==> src/rtl/digital_pll_pkg.sv <==
// Shared types and default constants for the digital PLL lock monitor.
package digital_pll_pkg;

    // Lock monitor FSM states
    typedef enum logic [1:0] {
        IDLE,
        ARM,
        ACQUIRE,
        LOCKED
    } lock_state_t;

    // Default sizing and thresholds
    localparam int unsigned CNT_W_DEF    = 8;
    localparam int unsigned TOL_DEF      = 1;
    localparam int unsigned LOCK_N_DEF   = 4;
    localparam int unsigned UNLOCK_N_DEF = 2;

endpackage

==> src/rtl/pll_osc_sync.sv <==
// Brings the asynchronous reference osc into the PLL clock domain and
// produces a one-cycle pulse on each rising edge of the synchronised level.
module pll_osc_sync (
    input  logic clock,
    input  logic reset,
    input  logic osc,
    output logic osc_edge,
    output logic osc_level
);

    logic sync1;
    logic sync2;
    logic sync3;

    // Two-flop synchroniser followed by the edge-detect history flop
    always_ff @(posedge clock) begin
        if (reset) begin
            sync1 <= 1'b0;
            sync2 <= 1'b0;
            sync3 <= 1'b0;
        end else begin
            sync1 <= osc;
            sync2 <= sync1;
            sync3 <= sync2;
        end
    end

    assign osc_edge  = sync2 & ~sync3;
    assign osc_level = sync2;

endmodule

==> src/rtl/digital_pll_lock_monitor.sv <==
// Lock monitor for digital_pll: counts PLL clocks per reference period,
// compares against the programmed divider and tracks lock / reference loss.
module digital_pll_lock_monitor
    import digital_pll_pkg::*;
#(
    parameter int unsigned CNT_W    = CNT_W_DEF,
    parameter int unsigned TOL      = TOL_DEF,
    parameter int unsigned LOCK_N   = LOCK_N_DEF,
    parameter int unsigned UNLOCK_N = UNLOCK_N_DEF
) (
    input  logic             clock,
    input  logic             reset,
    input  logic             osc,
    input  logic             enable,
    input  logic [4:0]       div,
    output logic [CNT_W-1:0] count,
    output logic             count_valid,
    output logic             locked,
    output logic             unlock_event,
    output logic             osc_lost
);

    localparam int unsigned GOOD_W = $clog2(LOCK_N + 1);
    localparam int unsigned BAD_W  = $clog2(UNLOCK_N + 1);
    localparam logic signed [CNT_W:0] TOL_S = (CNT_W + 1)'(TOL);

    logic osc_edge;
    logic osc_level_unused;

    lock_state_t      state;
    lock_state_t      state_n;
    logic [4:0]       div_q;
    logic [4:0]       div_q_n;
    logic [CNT_W-1:0] cnt_r;
    logic [CNT_W-1:0] cnt_n;
    logic [CNT_W-1:0] count_n;
    logic             count_valid_n;
    logic             locked_n;
    logic             unlock_n;
    logic             osc_lost_n;
    logic [GOOD_W-1:0] good_cnt;
    logic [GOOD_W-1:0] good_n;
    logic [GOOD_W-1:0] good_inc;
    logic [BAD_W-1:0]  bad_cnt;
    logic [BAD_W-1:0]  bad_n;
    logic [BAD_W-1:0]  bad_inc;

    logic signed [CNT_W:0] diff;
    logic                  window_good;
    logic                  saturated;

    pll_osc_sync u_sync (
        .clock     (clock),
        .reset     (reset),
        .osc       (osc),
        .osc_edge  (osc_edge),
        .osc_level (osc_level_unused)
    );

    // Window judge: signed deviation of the measured period from div
    assign diff        = $signed({1'b0, cnt_r}) - $signed({{(CNT_W - 4){1'b0}}, div_q});
    assign window_good = (diff <= TOL_S) && (diff >= -TOL_S);
    // Once osc_lost is set the counter sits at all-ones; only the first arrival counts
    assign saturated   = (cnt_r == '1) && !osc_lost;
    assign good_inc    = good_cnt + GOOD_W'(1);
    assign bad_inc     = bad_cnt + BAD_W'(1);

    // State, counter and registered outputs
    always_ff @(posedge clock) begin
        if (reset) begin
            state        <= IDLE;
            div_q        <= '0;
            cnt_r        <= '0;
            count        <= '0;
            count_valid  <= 1'b0;
            locked       <= 1'b0;
            unlock_event <= 1'b0;
            osc_lost     <= 1'b0;
            good_cnt     <= '0;
            bad_cnt      <= '0;
        end else begin
            state        <= state_n;
            div_q        <= div_q_n;
            cnt_r        <= cnt_n;
            count        <= count_n;
            count_valid  <= count_valid_n;
            locked       <= locked_n;
            unlock_event <= unlock_n;
            osc_lost     <= osc_lost_n;
            good_cnt     <= good_n;
            bad_cnt      <= bad_n;
        end
    end

    // Next-state and output decode, highest-precedence condition first
    always_comb begin
        state_n       = state;
        div_q_n       = div;
        cnt_n         = osc_edge ? CNT_W'(1) : ((cnt_r == '1) ? cnt_r : cnt_r + CNT_W'(1));
        count_n       = count;
        count_valid_n = 1'b0;
        locked_n      = locked;
        unlock_n      = 1'b0;
        osc_lost_n    = osc_lost;
        good_n        = good_cnt;
        bad_n         = bad_cnt;

        if (!enable || (div == '0)) begin
            state_n    = IDLE;
            cnt_n      = '0;
            count_n    = '0;
            locked_n   = 1'b0;
            osc_lost_n = 1'b0;
            good_n     = '0;
            bad_n      = '0;
        end else if (div != div_q) begin
            state_n  = ARM;
            locked_n = 1'b0;
            good_n   = '0;
            bad_n    = '0;
        end else if (state == IDLE) begin
            state_n = ARM;
        end else if (saturated) begin
            state_n    = ARM;
            osc_lost_n = 1'b1;
            locked_n   = 1'b0;
            good_n     = '0;
            bad_n      = '0;
        end else if (osc_edge) begin
            case (state)
                ARM: begin
                    state_n    = ACQUIRE;
                    osc_lost_n = 1'b0;
                    good_n     = '0;
                    bad_n      = '0;
                end
                ACQUIRE: begin
                    count_n       = cnt_r;
                    count_valid_n = 1'b1;
                    if (window_good) begin
                        if (good_inc == GOOD_W'(LOCK_N)) begin
                            state_n  = LOCKED;
                            locked_n = 1'b1;
                            good_n   = '0;
                            bad_n    = '0;
                        end else begin
                            good_n = good_inc;
                        end
                    end else begin
                        good_n = '0;
                    end
                end
                LOCKED: begin
                    count_n       = cnt_r;
                    count_valid_n = 1'b1;
                    if (window_good) begin
                        bad_n = '0;
                    end else if (bad_inc == BAD_W'(UNLOCK_N)) begin
                        state_n  = ACQUIRE;
                        locked_n = 1'b0;
                        unlock_n = 1'b1;
                        good_n   = '0;
                        bad_n    = '0;
                    end else begin
                        bad_n = bad_inc;
                    end
                end
                default: begin
                    state_n = IDLE;
                end
            endcase
        end
    end

endmodule

==> config.mk <==
export PLATFORM = sky130hd
export DESIGN_NAME = digital_pll_lock_monitor
export DESIGN_NICKNAME = d
export VERILOG_FILES = /design/src/rtl/digital_pll_pkg.sv /design/src/rtl/pll_osc_sync.sv /design/src/rtl/digital_pll_lock_monitor.sv
export SDC_FILE = /design/constraint.sdc
export NUM_CORES = 1
export LEC_CHECK = 0
export ABC_AREA = 1
export BUFFER_PORTS_ARGS = -buffer_cell sky130_fd_sc_hd__buf_2
export CORE_ASPECT_RATIO = 0.6
export CORE_MARGIN = 2
export CORE_UTILIZATION = 30
export CTS_CLUSTER_SIZE = 40
export DETAILED_ROUTE_END_ITERATION = 16
export HOLD_SLACK_MARGIN = 0.06
export MAX_ROUTING_LAYER = met4
export PLACE_DENSITY = 0.53
export SYNTH_ARGS = -nofsm -noshare
export SYNTH_HDL_FRONTEND = slang
export SYNTH_SLANG_ARGS = --single-unit
==> constraint.sdc <==
create_clock -name clock -period 7.8 [get_ports clock]
set_input_delay 0.78 -clock clock [delete_from_list [all_inputs] [get_ports clock]]
set_output_delay 0.78 -clock clock [all_outputs]
set_load 0.005 [all_outputs]
==> results.py <==
metrics = {
    "die": {
        "io_pins": 21,
        "die_w_um": 112,
        "dieArea_sq_um": 7680,
        "die_h_um": 68.7,
        "initial_core_util_pct": 31.2,
        "core-area_sq_um": 6710,
        "fp-row-count": 23,
    },
    "yosys": {
        "synth_xor_area_share_pct": 0.838,
        "synthAdderAreaFrac_pct": 6.94,
        "ys_seq_area_share_pct": 33.5,
        "synth_cell_types": 35,
        "yosys.area_share.simple_pct": 34.4,
        "synth-seq-cells": 35,
        "synth_nets": 332,
        "synthMuxAreaShare_pct": 0,
        "syn_inst": 312,
        "synth_compound_area_share_pct": 11.4,
        "synth_top_family_by_area": "simple AND/OR/NAND/NOR gates",
        "synth_warnings": 0,
        "syn-cell-area_sq_um": 2090,
        "synth_area_per_cell_sq_um": 6.70,
    },
    "pwr": {
        "power_switching_uw": 102,
        "p_int_uw": 313,
        "ir_worst_vdd_mv": 0.0880,
        "p_sw_share_pct": 24.5,
        "seqPwrFrac_pct": 44.5,
        "clkPwrFrac_pct": 45.8,
        "p_comb_share_pct": 9.7,
        "p_leak_nw": 1.13,
        "power_density_nw_per_um2": 172,
    },
    "worst_setup_path": {
        "critPathMaxFanout": 4,
        "cp_num_buf_inv": 2,
        "crit_family": "simple AND/OR/NAND/NOR gates",
        "worstSetupEndpointType": "flip-flop",
        "cp_cell_sequence": "inv_1 -> ha_1 -> fa_1 -> inv_1 -> nand3_1 -> nand2_1 -> nand2_1 -> nand2_1 -> nand3_1 -> nor4_1 -> ha_1 -> nand4_1 -> nand3_1 -> nand3_1 -> nand3_4 -> o21ai_0 -> a21oi_1",
        "crit_slowest_cell": "dfxtp_1",
        "cp_data_arrival_time_ps": 3210,
        "crit_type": "flip-flop to flip-flop",
        "slowest_delay_ps": 380,
        "startpoint": "cnt_r[0]",
        "crit_top_cell": "nand3_1",
        "worst_ep_required_time_ps": 7970,
        "r2r_start": "cnt_r[0]",
        "startpoint_type": "flip-flop",
    },
    "worst_hold_path": {
        "hp-class": "flip-flop to flip-flop",
        "hold_path_startpoint": "u_sync.sync1",
    },
    "finish": {
        "nets": 355,
        "drive_above_1_share_pct": 12.5,
        "diodes": 0,
        "syn_to_final_growth_pct": 15.1,
    },
    "routing": {
        "routed_wl_um": 5100,
        "drtAntennaViolNets": 0,
        "drcViolationCount": 0,
        "drtPass1Iterations": 4,
        "wl_per_cell_um": 12.1,
        "vias": 1956,
        "via_per_inst": 4.62,
        "drt_iter0_drc": 150,
    },
    "global_route": {
        "busiest_layer": "met1",
        "grt_pass1_wl_um": 8480,
        "grt_pass1_vias": 1745,
        "grt_use_met2_pct": 18.2,
        "grt_max_degree": 14,
        "grt-ovfl-total": 0,
        "antenna_found_initial": 0,
        "use_met3_pct": 4.72,
        "gr-usage-met1_pct": 22.0,
        "grt_use_total_pct": 14.8,
    },
    "job": {
        "drv_cap": 0,
    },
    "clock_network": {
        "cts_tree": "built",
        "ctsResizeCount": 0,
        "clk_latency_ps": 280,
        "cts_made_buffers": 5,
        "clk_pin_slew_ps": 50,
        "hold_buffers": 0,
        "h-tree-depth": 2,
        "cts_root_buf": "clkbuf_16",
        "clockBufferDepth": 2,
        "cts_setup_buffers": 0,
        "clkSinkCount": 35,
    },
    "outcome": {
        "outcome": "complete, no violations",
    },
    "sta": {
        "maxSlewHeadroom_pct": 56.1,
        "fin_crit_sh_pct": 39.1,
        "layout_min_cycle_time_ps": 3050,
        "finalClockSkew_ps": 1.70,
        "tns_ps": 0,
        "finalSetupViolCount": 0,
        "timing.fmax_mhz": 328,
        "whs_ps": 403,
        "maxSlewViolCount": 0,
        "rsz0062_at_grt": "no",
        "timing_hold_violations_final": 0,
        "setup_slack_ps": 4750,
        "worst_pin_slew_ps": 657,
    },
    "placed_design": {
        "globalplace.congestion": 0.863,
        "place_ws_ps": 4800,
        "dpl.hpwl_um": 4170,
        "port_buffers": 20,
    },
}
-- layout by cell type (no fill, tap or decap), types with 2 or more instances in the layout --
cell,instances
a21oi_1,20
buf_2,20
clkbuf_1,2
clkbuf_16,5
clkinv_2,2
dfxtp_1,35
ha_1,10
inv_1,58
inv_2,3
nand2_1,63
nand3_1,29
nand4_1,6
nor2_1,36
nor2_2,2
nor3_1,12
o21ai_0,9
o21ai_1,3
o22ai_1,3
-- power by group through the flow --
stage,Clock [mW],Combinational [mW],Sequential [mW]
floorplan,0,0.0290,0.187
CTS,0.195,0.0398,0.184
global route,0.203,0.0462,0.184
detailed placement,0,0.0395,0.188
finish,0.190,0.0400,0.184
global placement,0,0.0392,0.188
-- worst paths after layout --
check	end	slack, ps	cells after the start
setup reg to reg	good_cnt[1]	4750	17
hold reg to reg	u_sync.osc_level	400	2
setup / recovery	good_cnt[1]	4750	17
hold / removal	u_sync.osc_level	400	2
-- tightest hold or removal path: stages (launching register included) --
cell and delay [ps]:
dfxtp_1 290, inv_1 40, nor2_1 30
-- Yosys cell counts (all sizes together) --
| cell type | number | area share [%] |
|---|---|---|
| o22ai | 3 | 0.90 |
| clkbuf | 2 | 0.36 |
| a2111oi | 1 | 0.42 |
| inv | 62 | 11 |
| fa | 1 | 0.96 |
| nand2 | 65 | 12 |
| or2 | 2 | 0.60 |
| o41ai | 1 | 0.42 |
| nand3 | 30 | 7.8 |
| nor3 | 13 | 3.7 |
| xnor2 | 1 | 0.42 |
| nor2 | 38 | 7.1 |
| a21oi | 22 | 6.0 |
| clkinv | 1 | 0.24 |
| ha | 10 | 6.0 |
| buf | 2 | 1.1 |
| xor2 | 1 | 0.42 |
| nand4 | 6 | 1.8 |
| a2bb2oi | 1 | 0.42 |
| o21ai | 13 | 3.3 |
| nor4 | 2 | 1.3 |
| dfxtp | 35 | 34 |
-- metrics by stage --
step	cell area, sq um	power [mW]	utilization [%]	instances
floorplan	2090	0.216	-	312
global placement	2270	0.227	33.8	415
detailed placement	2270	0.228	33.8	415
CTS	2410	0.419	35.9	423
global route	2410	0.433	35.9	423
finish	2410	0.414	35.9	423
-- logic make-up (layout without fill, tap and decap cells) --
family,Yosys count,in the layout
AOI/OAI and AO/OA,41,41
xor gates and xnor gates,2,2
adders and majority gates,11,11
buffers and inverters,67,91
DFF,35,35
and+or+nand+nor,156,156
-- final cells by class --
class	count	area, sq um
inverters	63	240
clock buffers	7	133
clock inverters	1	5.00
well taps	87	109
repair buffers	20	100
multi-input cells	210	1120
flip-flops and latches	35	701
fillers	741	4300
-- metal layers --
metal,up-vias,share of wire [%]
met5,-,0
met4,0,0.82
met3,5,4.7
met2,35,35
met1,869,59
li1,1047,-
-- sequential cells by signal (all words and copies together), names as in the netlist, 2 cells and up --
| signal | flops |
|---|---|
| cnt_r | 8 |
| count | 8 |
| div_q | 5 |
| good_cnt | 3 |
| bad_cnt | 2 |
| state | 2 |
(Power assumes the default switching activity.)
